[src/rtl/uart_pkg.sv]
// Shared UART constants and the receive FSM state encoding.
// The TX path reuses DATA_BITS and the oversampling constants.
package uart_pkg;

  localparam int OVS_RATE        = 16;  // oversample ticks per bit
  localparam int DATA_BITS       = 8;   // 8N1 payload width
  localparam int MID_SAMPLE      = 7;   // sample index taken as the bit mid-point
  localparam int OVS_DIV_DEFAULT = 78;  // 12 MHz / (9600 * 16)
  localparam int TICK_CNT_W      = 12;  // holds OVS_DIV up to 4095
  localparam int SAMPLE_W        = $clog2(OVS_RATE);

  typedef enum logic [2:0] {
    ST_IDLE  = 3'd0,
    ST_START = 3'd1,
    ST_DATA  = 3'd2,
    ST_STOP  = 3'd3,
    ST_BREAK = 3'd4
  } rx_state_e;

endpackage

[src/rtl/uart_rx_tick_gen.sv]
// Oversample tick generator: one-cycle tick every OVS_DIV clocks.
// Held at zero while clear is high so the tick phase lines up with the
// start edge that releases it.
module uart_rx_tick_gen
  import uart_pkg::*;
#(
  parameter int OVS_DIV = OVS_DIV_DEFAULT
) (
  input  logic clk,
  input  logic rst,
  input  logic clear,
  output logic tick
);

  localparam logic [TICK_CNT_W-1:0] LAST = TICK_CNT_W'(OVS_DIV - 1);

  logic [TICK_CNT_W-1:0] cnt_q;
  logic [TICK_CNT_W-1:0] cnt_d;

  // Next count: cleared, wrapped at the terminal count, or incremented.
  always_comb begin
    cnt_d = cnt_q + 1'b1;
    if (clear || (cnt_q == LAST)) begin
      cnt_d = '0;
    end
  end

  // Counter register with synchronous reset.
  always_ff @(posedge clk) begin
    if (rst) begin
      cnt_q <= '0;
    end else begin
      cnt_q <= cnt_d;
    end
  end

  assign tick = !clear && (cnt_q == LAST);

endmodule

[src/rtl/uart_rx.sv]
// 8N1 UART receiver. The line is oversampled 16x and each bit is taken at
// its mid-point. Handshake: rx_valid stays high with rx_data stable until a
// cycle where rx_ready is high (the transfer); rx_valid drops on the next
// clk unless a new byte completes in that same cycle.
module uart_rx
  import uart_pkg::*;
#(
  parameter int OVS_DIV = OVS_DIV_DEFAULT
) (
  input  logic       clk,
  input  logic       rst,
  input  logic       rx,
  output logic [7:0] rx_data,
  output logic       rx_valid,
  input  logic       rx_ready,
  output logic       frame_err,
  output logic       overrun,
  output logic       busy
);

  logic                 sync1_q;
  logic                 rx_s_q;
  rx_state_e            state_q;
  logic [SAMPLE_W-1:0]  sample_q;
  logic [2:0]           idx_q;
  logic [DATA_BITS-1:0] shift_q;
  logic [DATA_BITS-1:0] rx_data_q;
  logic                 rx_valid_q;
  logic                 frame_err_q;
  logic                 overrun_q;

  logic tick;
  logic tick_clear;
  logic mid_bit;
  logic accept;

  // Two-flop synchronizer for the asynchronous pin; resets to idle-high.
  always_ff @(posedge clk) begin
    if (rst) begin
      sync1_q <= 1'b1;
      rx_s_q  <= 1'b1;
    end else begin
      sync1_q <= rx;
      rx_s_q  <= sync1_q;
    end
  end

  // Tick phase restarts from the start edge, so hold it cleared in IDLE.
  assign tick_clear = (state_q == ST_IDLE);

  uart_rx_tick_gen #(
    .OVS_DIV (OVS_DIV)
  ) u_tick_gen (
    .clk   (clk),
    .rst   (rst),
    .clear (tick_clear),
    .tick  (tick)
  );

  assign mid_bit = tick && (sample_q == SAMPLE_W'(MID_SAMPLE));
  assign accept  = rx_valid_q && rx_ready;

  // Sample counter: counts ticks within a bit, wraps every OVS_RATE ticks.
  always_ff @(posedge clk) begin
    if (rst || (state_q == ST_IDLE)) begin
      sample_q <= '0;
    end else if (tick) begin
      sample_q <= sample_q + 1'b1;
    end
  end

  // Receive FSM with registered data, valid, frame-error and overrun outputs.
  always_ff @(posedge clk) begin
    if (rst) begin
      state_q     <= ST_IDLE;
      idx_q       <= '0;
      shift_q     <= '0;
      rx_data_q   <= '0;
      rx_valid_q  <= 1'b0;
      frame_err_q <= 1'b0;
      overrun_q   <= 1'b0;
    end else begin
      frame_err_q <= 1'b0;
      if (accept) begin
        rx_valid_q <= 1'b0;
      end
      case (state_q)
        ST_IDLE: begin
          if (!rx_s_q) begin
            idx_q   <= '0;
            state_q <= ST_START;
          end
        end
        ST_START: begin
          // A line that is high again at mid-start was a glitch.
          if (mid_bit) begin
            state_q <= rx_s_q ? ST_IDLE : ST_DATA;
          end
        end
        ST_DATA: begin
          if (mid_bit) begin
            shift_q[idx_q] <= rx_s_q;
            idx_q          <= idx_q + 3'd1;
            if (idx_q == 3'(DATA_BITS - 1)) begin
              state_q <= ST_STOP;
            end
          end
        end
        ST_STOP: begin
          if (mid_bit) begin
            if (rx_s_q) begin
              // Old byte still pending and not taken this cycle: drop new one.
              if (rx_valid_q && !rx_ready) begin
                overrun_q <= 1'b1;
              end else begin
                rx_data_q  <= shift_q;
                rx_valid_q <= 1'b1;
              end
              state_q <= ST_IDLE;
            end else begin
              frame_err_q <= 1'b1;
              state_q     <= ST_BREAK;
            end
          end
        end
        ST_BREAK: begin
          // Ride out a long low line so it yields a single frame error.
          if (rx_s_q) begin
            state_q <= ST_IDLE;
          end
        end
        default: begin
          state_q <= ST_IDLE;
        end
      endcase
    end
  end

  assign rx_data   = rx_data_q;
  assign rx_valid  = rx_valid_q;
  assign frame_err = frame_err_q;
  assign overrun   = overrun_q;
  assign busy      = (state_q != ST_IDLE);

endmodule

[config.mk]
export PLATFORM = sky130hd
export DESIGN_NAME = uart_rx
export DESIGN_NICKNAME = d
export VERILOG_FILES = /design/src/rtl/uart_pkg.sv /design/src/rtl/uart_rx_tick_gen.sv /design/src/rtl/uart_rx.sv
export SDC_FILE = /design/constraint.sdc
export NUM_CORES = 1
export LEC_CHECK = 0
export ABC_AREA = 1
export ABC_CLOCK_PERIOD_IN_PS = 2200
export CAP_MARGIN = 20
export CORE_MARGIN = 1
export CORE_UTILIZATION = 30
export CTS_CLUSTER_DIAMETER = 80
export DETAILED_ROUTE_END_ITERATION = 6
export GPL_TIMING_DRIVEN = 0
export HOLD_SLACK_MARGIN = 0.08
export PLACE_DENSITY = 0.5
export SYNTH_ARGS = -nofsm -noshare
export SYNTH_HDL_FRONTEND = slang
export SYNTH_SLANG_ARGS = --single-unit
export TNS_END_PERCENT = 50
[constraint.sdc]
create_clock -name clk -period 2.2 [get_ports clk]
set_input_delay 0.44 -clock clk [delete_from_list [all_inputs] [get_ports clk]]
set_output_delay 0.44 -clock clk [all_outputs]
set_load 0.01 [all_outputs]
# After elaboration in Yosys (flattened, before gate mapping)
# Index checks and enable logic that the tools add are counted.
[word_totals]
reg_bits = 43
latchBits = 0
memories = 0
ramBits = 0
out_inout_bits = 12
elab_cells = 72
romBits = 0
[classes]
n_mul = 0
div = 0
muxes = 21
bitwise_logic = 3
reduce_logical = 19
shifts = 0
n_lt_le_gt_ge = 2
addsub = 3
n_eq_ne = 13
[ops]
columns = ["operator", "count"]
rows = [
  ["$mux 3", 9],
  ["$pmux 3 s5", 1],
  ["$add 12x1->12 const B", 1],
  ["$eq 12x7->1 const B", 1],
  ["$ne 2x2->1 const B", 6],
  ["$bwmux 8", 1],
  ["$reduce_and 4->1", 2],
  ["$mux 1", 7],
  ["$eq 3x2->1 const B", 2],
  ["$eq 3x3->1 const B", 2],
  ["$pmux 3 s2", 1],
  ["$reduce_and 6->1", 1],
  ["$logic_and 1x1->1", 5],
  ["$add 4x1->4 const B", 1],
  ["$eq 4x3->1 const B", 1],
  ["$lt 3x4->1 const B", 1],
  ["$add 3x1->3 const B", 1],
  ["$demux 1 s3", 1],
  ["$eq 3x1->1 const B", 1],
  ["$ge 3x1->1 const B", 1],
  ["$logic_not 3->1", 1],
  ["$not 1->1", 3],
  ["$reduce_and 3->1", 1],
  ["$reduce_bool 3->1", 1],
  ["7 further kinds", 9],
]

# Logic depth before layout (Yosys ltp)
[logic_depth]
word_depth = 6
ltp_mapped = 11
depth_no_buf = 11

# Hierarchy
# Synthesis repeated with hierarchy kept, for this count alone.
[hier_totals]
hier_cells = 303
area_unflattened_um2 = 2067.0
[modules_own_cells]
columns = ["module", "cells_per_inst", "area_per_inst_um2", "seq_area_each_um2", "n_inst"]
rows = [
  ["uart_rx", 219, 1463.9, 620.6, 1],
  ["uart_rx_tick_gen", 84, 603.1, 240.2, 1],
]

# Worst setup path before layout
# No wires, ideal clock.
[synth_timing]
kind = "register to register"
from = "reg u_tick_gen.cnt_q[0]"
to = "reg rx_data_q[0], in the netlist rx_data[0]"
arrival_time_ns = 1.370
path_stages_with_launch = 10
slack_ns = 0.718
synth_period_minus_slack_ns = 1.482
cell_sequence = "dfxtp_1 ha_1 inv_1 nor2_2 nand3_4 nor2_8 nand4_4 buf_6 nor2_1 nor2_1"
[synth_between]
elab_chain_cells = 4
[synth_lines]
columns = ["item", "line", "source"]
rows = [
  ["start: declaration", "uart_rx_tick_gen.sv:17", "logic [TICK_CNT_W-1:0] cnt_q;"],
  ["start signal: assignment", "uart_rx_tick_gen.sv:33", "cnt_q <= cnt_d;"],
  ["$eq 12x7->1", "uart_rx_tick_gen.sv:37", "assign tick = !clear && (cnt_q == LAST);"],
  ["$logic_and 1x1->1", "uart_rx_tick_gen.sv:37", ""],
  ["$logic_and 1x1->1", "uart_rx.sv:60", "assign mid_bit = tick && (sample_q == SAMPLE_W'(MID_SAMPLE));"],
  ["$reduce_and 4->1 (no line)", "--", ""],
  ["end signal: assignment", "uart_rx.sv:116", "rx_data_q <= shift_q;"],
  ["end: declaration", "uart_rx.sv:27", "logic [DATA_BITS-1:0] rx_data_q;"],
]
# Every way passes these cells.
# A chain may end at the register's enable or synchronous reset.

# Final worst setup path
[layout_timing]
from = "reg state_q[2]"
to = "out busy"
[layout_between]
elab_chain_cells = 1
[layout_lines]
columns = ["item", "line", "source"]
rows = [
  ["start: declaration", "uart_rx.sv:23", "rx_state_e state_q;"],
  ["start signal: assignment", "uart_rx.sv:97", "state_q <= rx_s_q ? ST_IDLE : ST_DATA;"],
  ["$reduce_bool 3->1", "uart_rx.sv:143", "assign busy = (state_q != ST_IDLE);"],
  ["end: declaration", "uart_rx.sv:18", "output logic busy"],
]
# Every way passes these cells.

==> results.sh <==
export IMPL_run_status="completed"
export IMPL_grt_pass1_wl_mm=7.71
export IMPL_power_share_sequential_pct=47.6
export IMPL_switchingPower_w=0.000610
export IMPL_vdd_drop_max_mv=0.406
export IMPL_syn_instance_count=303
export IMPL_timing_slew_headroom_pct=68.0
export IMPL_cts_tree="done"
export IMPL_initial_utilization_pct=31.1
export IMPL_internal_power_w=0.00116
export IMPL_setup_viol=0
export IMPL_insertedDiodeCount=0
export IMPL_grt_max_degree=14
export IMPL_worstHoldPathCells=1
export IMPL_timing_worst_setup_path_type="register to primary output"
export IMPL_relative_contribution_of_the_clock_network_to_total_power_pct=27.4
export IMPL_syn_area_sq_um=2110
export IMPL_layout_cells_most_common_list="sky130_fd_sc_hd__nand2_1 (63), sky130_fd_sc_hd__nor2_1 (59), sky130_fd_sc_hd__dfxtp_1 (43)"
export IMPL_critical_path_startpoint_type="register"
export IMPL_clock_sink_count=43
export IMPL_grt_ovfl_total=0
export IMPL_yosysWarningCount=0
export IMPL_detail_route_iter0_violations=89
export IMPL_post_layout_total_power_w=0.00177
export IMPL_netSwitchingFraction_pct=34.4
export IMPL_hold_class="register to register"
export IMPL_timing_critical_path_arrival_ns=1.46
export IMPL_ios=16
export IMPL_finalHoldViolCount=0
export IMPL_max_freq_ghz=0.525
export IMPL_critical_path_endpoint_type="primary output"
export IMPL_post_synth_num_cell_types=30
export IMPL_critical_path_required_ns=1.76
export IMPL_reg_clk_slew_reported_paths_ns=0.08
export IMPL_buffer_ports_inserted=15
export IMPL_syn_area_per_cell_sq_um=6.98
export IMPL_postCtsSetupBuffers=0
export IMPL_vias_per_cell=4.35
export IMPL_core_sq_um=6790
export IMPL_timing_final_crit_share_pct=86.5
export IMPL_count_of_h_tree_levels_built_during_cts=2
export IMPL_cts_resized=0
export IMPL_final_critical_period_ns=1.90
export IMPL_timing_worst_slew_pin_value_ns=0.481
export IMPL_numPlacedInstances=414
export IMPL_share_comb_of_total_power_pct=24.9
export IMPL_layout_cells_non_filler=422
export IMPL_ys_top_cells_by_area="sky130_fd_sc_hd__dfxtp_1 (41%), sky130_fd_sc_hd__nand2_1 (11%), sky130_fd_sc_hd__nor2_1 (10%)"
export IMPL_area_growth_syn_to_layout_pct=16.7
export IMPL_clock_tree_root_cell="sky130_fd_sc_hd__clkbuf_8"
export IMPL_post_synth_net_total=312
export IMPL_finalSetupTns_ns=0
export IMPL_hpwlAfterDp_mm=3.22
export IMPL_standard_cell_rows=30
export IMPL_chipHeight_um=86.0
export IMPL_final_hold_worst_slack_ns=0.414
export IMPL_total_leakage_power_nw=1.02
export IMPL_antenna_found_initial=0
export IMPL_power_per_cell_area_nw_per_um2=719
export IMPL_clock_latency_ns=0.29
export IMPL_timing_final_max_slew_violations=0
export IMPL_ctsLongestPathBuffers=2
export IMPL_groute_usage_overall_pct=12.9
export IMPL_die_w_um=86.0
export IMPL_worst_r2r_cell_count=8
export IMPL_route_vias_total=1837
export IMPL_synth_yosys_seq_area_share_pct=40.7
export IMPL_drt_pre_antenna_iters=4
export IMPL_drive_above_1_share_pct=10.7
export IMPL_unrepaired_setup_endpoints_after_global_routing="no"
export IMPL_via_count_of_the_first_global_routing_pass=1656
export IMPL_mostFrequentLayoutCell="sky130_fd_sc_hd__nand2_1"
export IMPL_num_nets_final=334
export IMPL_remaining_drc_errors=0
export IMPL_dieArea_sq_um=7390
export IMPL_place_congestion=0.826
export IMPL_finClkSkew_ns=0.00430
export IMPL_antenna_left=0
export IMPL_synthDominantAreaCellType="sky130_fd_sc_hd__dfxtp_1"
export IMPL_wl_per_cell_um=10.2
export IMPL_numCtsBuffers=5
export IMPL_number_of_filler_instances_in_the_final_layout=746
export IMPL_post_route_util_pct=36.3
export IMPL_cts_hold_buf=0
export IMPL_synth_top_cell_area_share_pct=40.7
export IMPL_worstPathMaxFanout=5
export IMPL_totalWireLength_mm=4.30
export IMPL_cap_viol_max_count=0
export IMPL_synth_seq_cells=43
-- critical path: stages (launching register included) --
cell,delay (ns)
sky130_fd_sc_hd__dfxtp_1,0.33
sky130_fd_sc_hd__nor2_1,0.21
sky130_fd_sc_hd__nand2_2,0.13
sky130_fd_sc_hd__clkdlybuf4s50_1,0.50
-- registers in the layout, summed over array words and instances, names as in the netlist --
| name | count |
|---|---|
| rx_s_q | 1 |
| rx_valid | 1 |
| overrun | 1 |
| sample_q | 4 |
| idx_q | 3 |
| rx_data | 8 |
| frame_err | 1 |
| sync1_q | 1 |
| u_tick_gen.cnt_q | 12 |
| shift_q | 8 |
| state_q | 3 |
-- logic make-up after synthesis --
logic type / after synthesis / synth area share [%]
AND/OR/NAND/NOR: 181 / 40.4
AO/OA/AOI/OAI: 29 / 7.22
buffers and inverters: 44 / 8.28
adder cells (fa/ha/maj): 5 / 2.96
flip-flops: 43 / 40.7
XOR/XNOR: 1 / 0.414
-- layout make-up --
type / instances / area (sq um) / share of cell area, %
plain buffers: 4 / 25.0 / 1.01
clock buffers: 5 / 68.8 / 2.79
clock inverters: 3 / 15.0 / 0.608
inverters: 40 / 150 / 6.08
multi-input cells: 216 / 1080 / 43.7
flip-flops and latches: 43 / 861 / 34.9
well taps: 96 / 120 / 4.87
repair buffers: 15 / 150 / 6.08
-- synth_stat cells --
| master | n |
|---|---|
| sky130_fd_sc_hd__nand3_4 | 1 |
| sky130_fd_sc_hd__a21oi_1 | 19 |
| sky130_fd_sc_hd__clkbuf_1 | 1 |
| sky130_fd_sc_hd__or2_2 | 2 |
| sky130_fd_sc_hd__nor2_4 | 1 |
| sky130_fd_sc_hd__inv_1 | 31 |
| sky130_fd_sc_hd__nor2_2 | 5 |
| sky130_fd_sc_hd__nand2_2 | 2 |
| sky130_fd_sc_hd__xor2_1 | 1 |
| sky130_fd_sc_hd__nor3_1 | 10 |
| sky130_fd_sc_hd__nor2_1 | 59 |
| sky130_fd_sc_hd__nand3_1 | 24 |
| sky130_fd_sc_hd__nand2_1 | 63 |
| sky130_fd_sc_hd__dfxtp_1 | 43 |
| sky130_fd_sc_hd__buf_6 | 1 |
| sky130_fd_sc_hd__nor3b_1 | 1 |
| sky130_fd_sc_hd__nor4_1 | 1 |
| sky130_fd_sc_hd__nor3_2 | 1 |
| sky130_fd_sc_hd__a21boi_1 | 1 |
| sky130_fd_sc_hd__o21ai_0 | 7 |
| sky130_fd_sc_hd__nor4_2 | 1 |
| sky130_fd_sc_hd__buf_2 | 2 |
| sky130_fd_sc_hd__clkinv_1 | 1 |
| sky130_fd_sc_hd__ha_1 | 5 |
| sky130_fd_sc_hd__nor2_8 | 2 |
| sky130_fd_sc_hd__nand4_4 | 1 |
| sky130_fd_sc_hd__nand4_1 | 7 |
| sky130_fd_sc_hd__inv_2 | 8 |
| sky130_fd_sc_hd__o21a_1 | 1 |
| sky130_fd_sc_hd__a21boi_0 | 1 |
-- path summary, 6_finish.rpt --
kind	startpoint	endpoint	slack (ns)
max	state_q[2]	busy	0.30
min	sync1_q	rx_s_q	0.41
max reg2reg	u_tick_gen.cnt_q[0]	idx_q[1]	0.50
min reg2reg	sync1_q	rx_s_q	0.41
-- layer usage --
metal / global-route usage (%) / share of wire, % / vias to the layer above
li1: - / - / 1012
met1: 18.4 / 54 / 799
met2: 19.7 / 43 / 26
met3: 2.31 / 3.3 / 0
met4: 4.09 / 0 / 0
met5: 0 / 0 / -
-- stage by stage --
| stage | worst slack (ns) | area (sq um) |
|---|---|---|
| floorplan | 0.718 | 2110 |
| global placement | 0.399 | 2380 |
| detailed placement | 0.430 | 2380 |
| CTS | 0.283 | 2470 |
| global route | 0.163 | 2470 |
| finish | 0.296 | 2470 |
-- power by group through the flow --
stage | logic, W | clock network, W | registers, W
after floorplan | 0.000332 | 0 | 0.000856
after global placement | 0.000442 | 0 | 0.000864
after detailed placement | 0.000443 | 0 | 0.000864
after CTS | 0.000446 | 0.000514 | 0.000845
after global routing | 0.000514 | 0.000545 | 0.000851
final | 0.000443 | 0.000486 | 0.000846
Power figures use the tool's default switching activity.
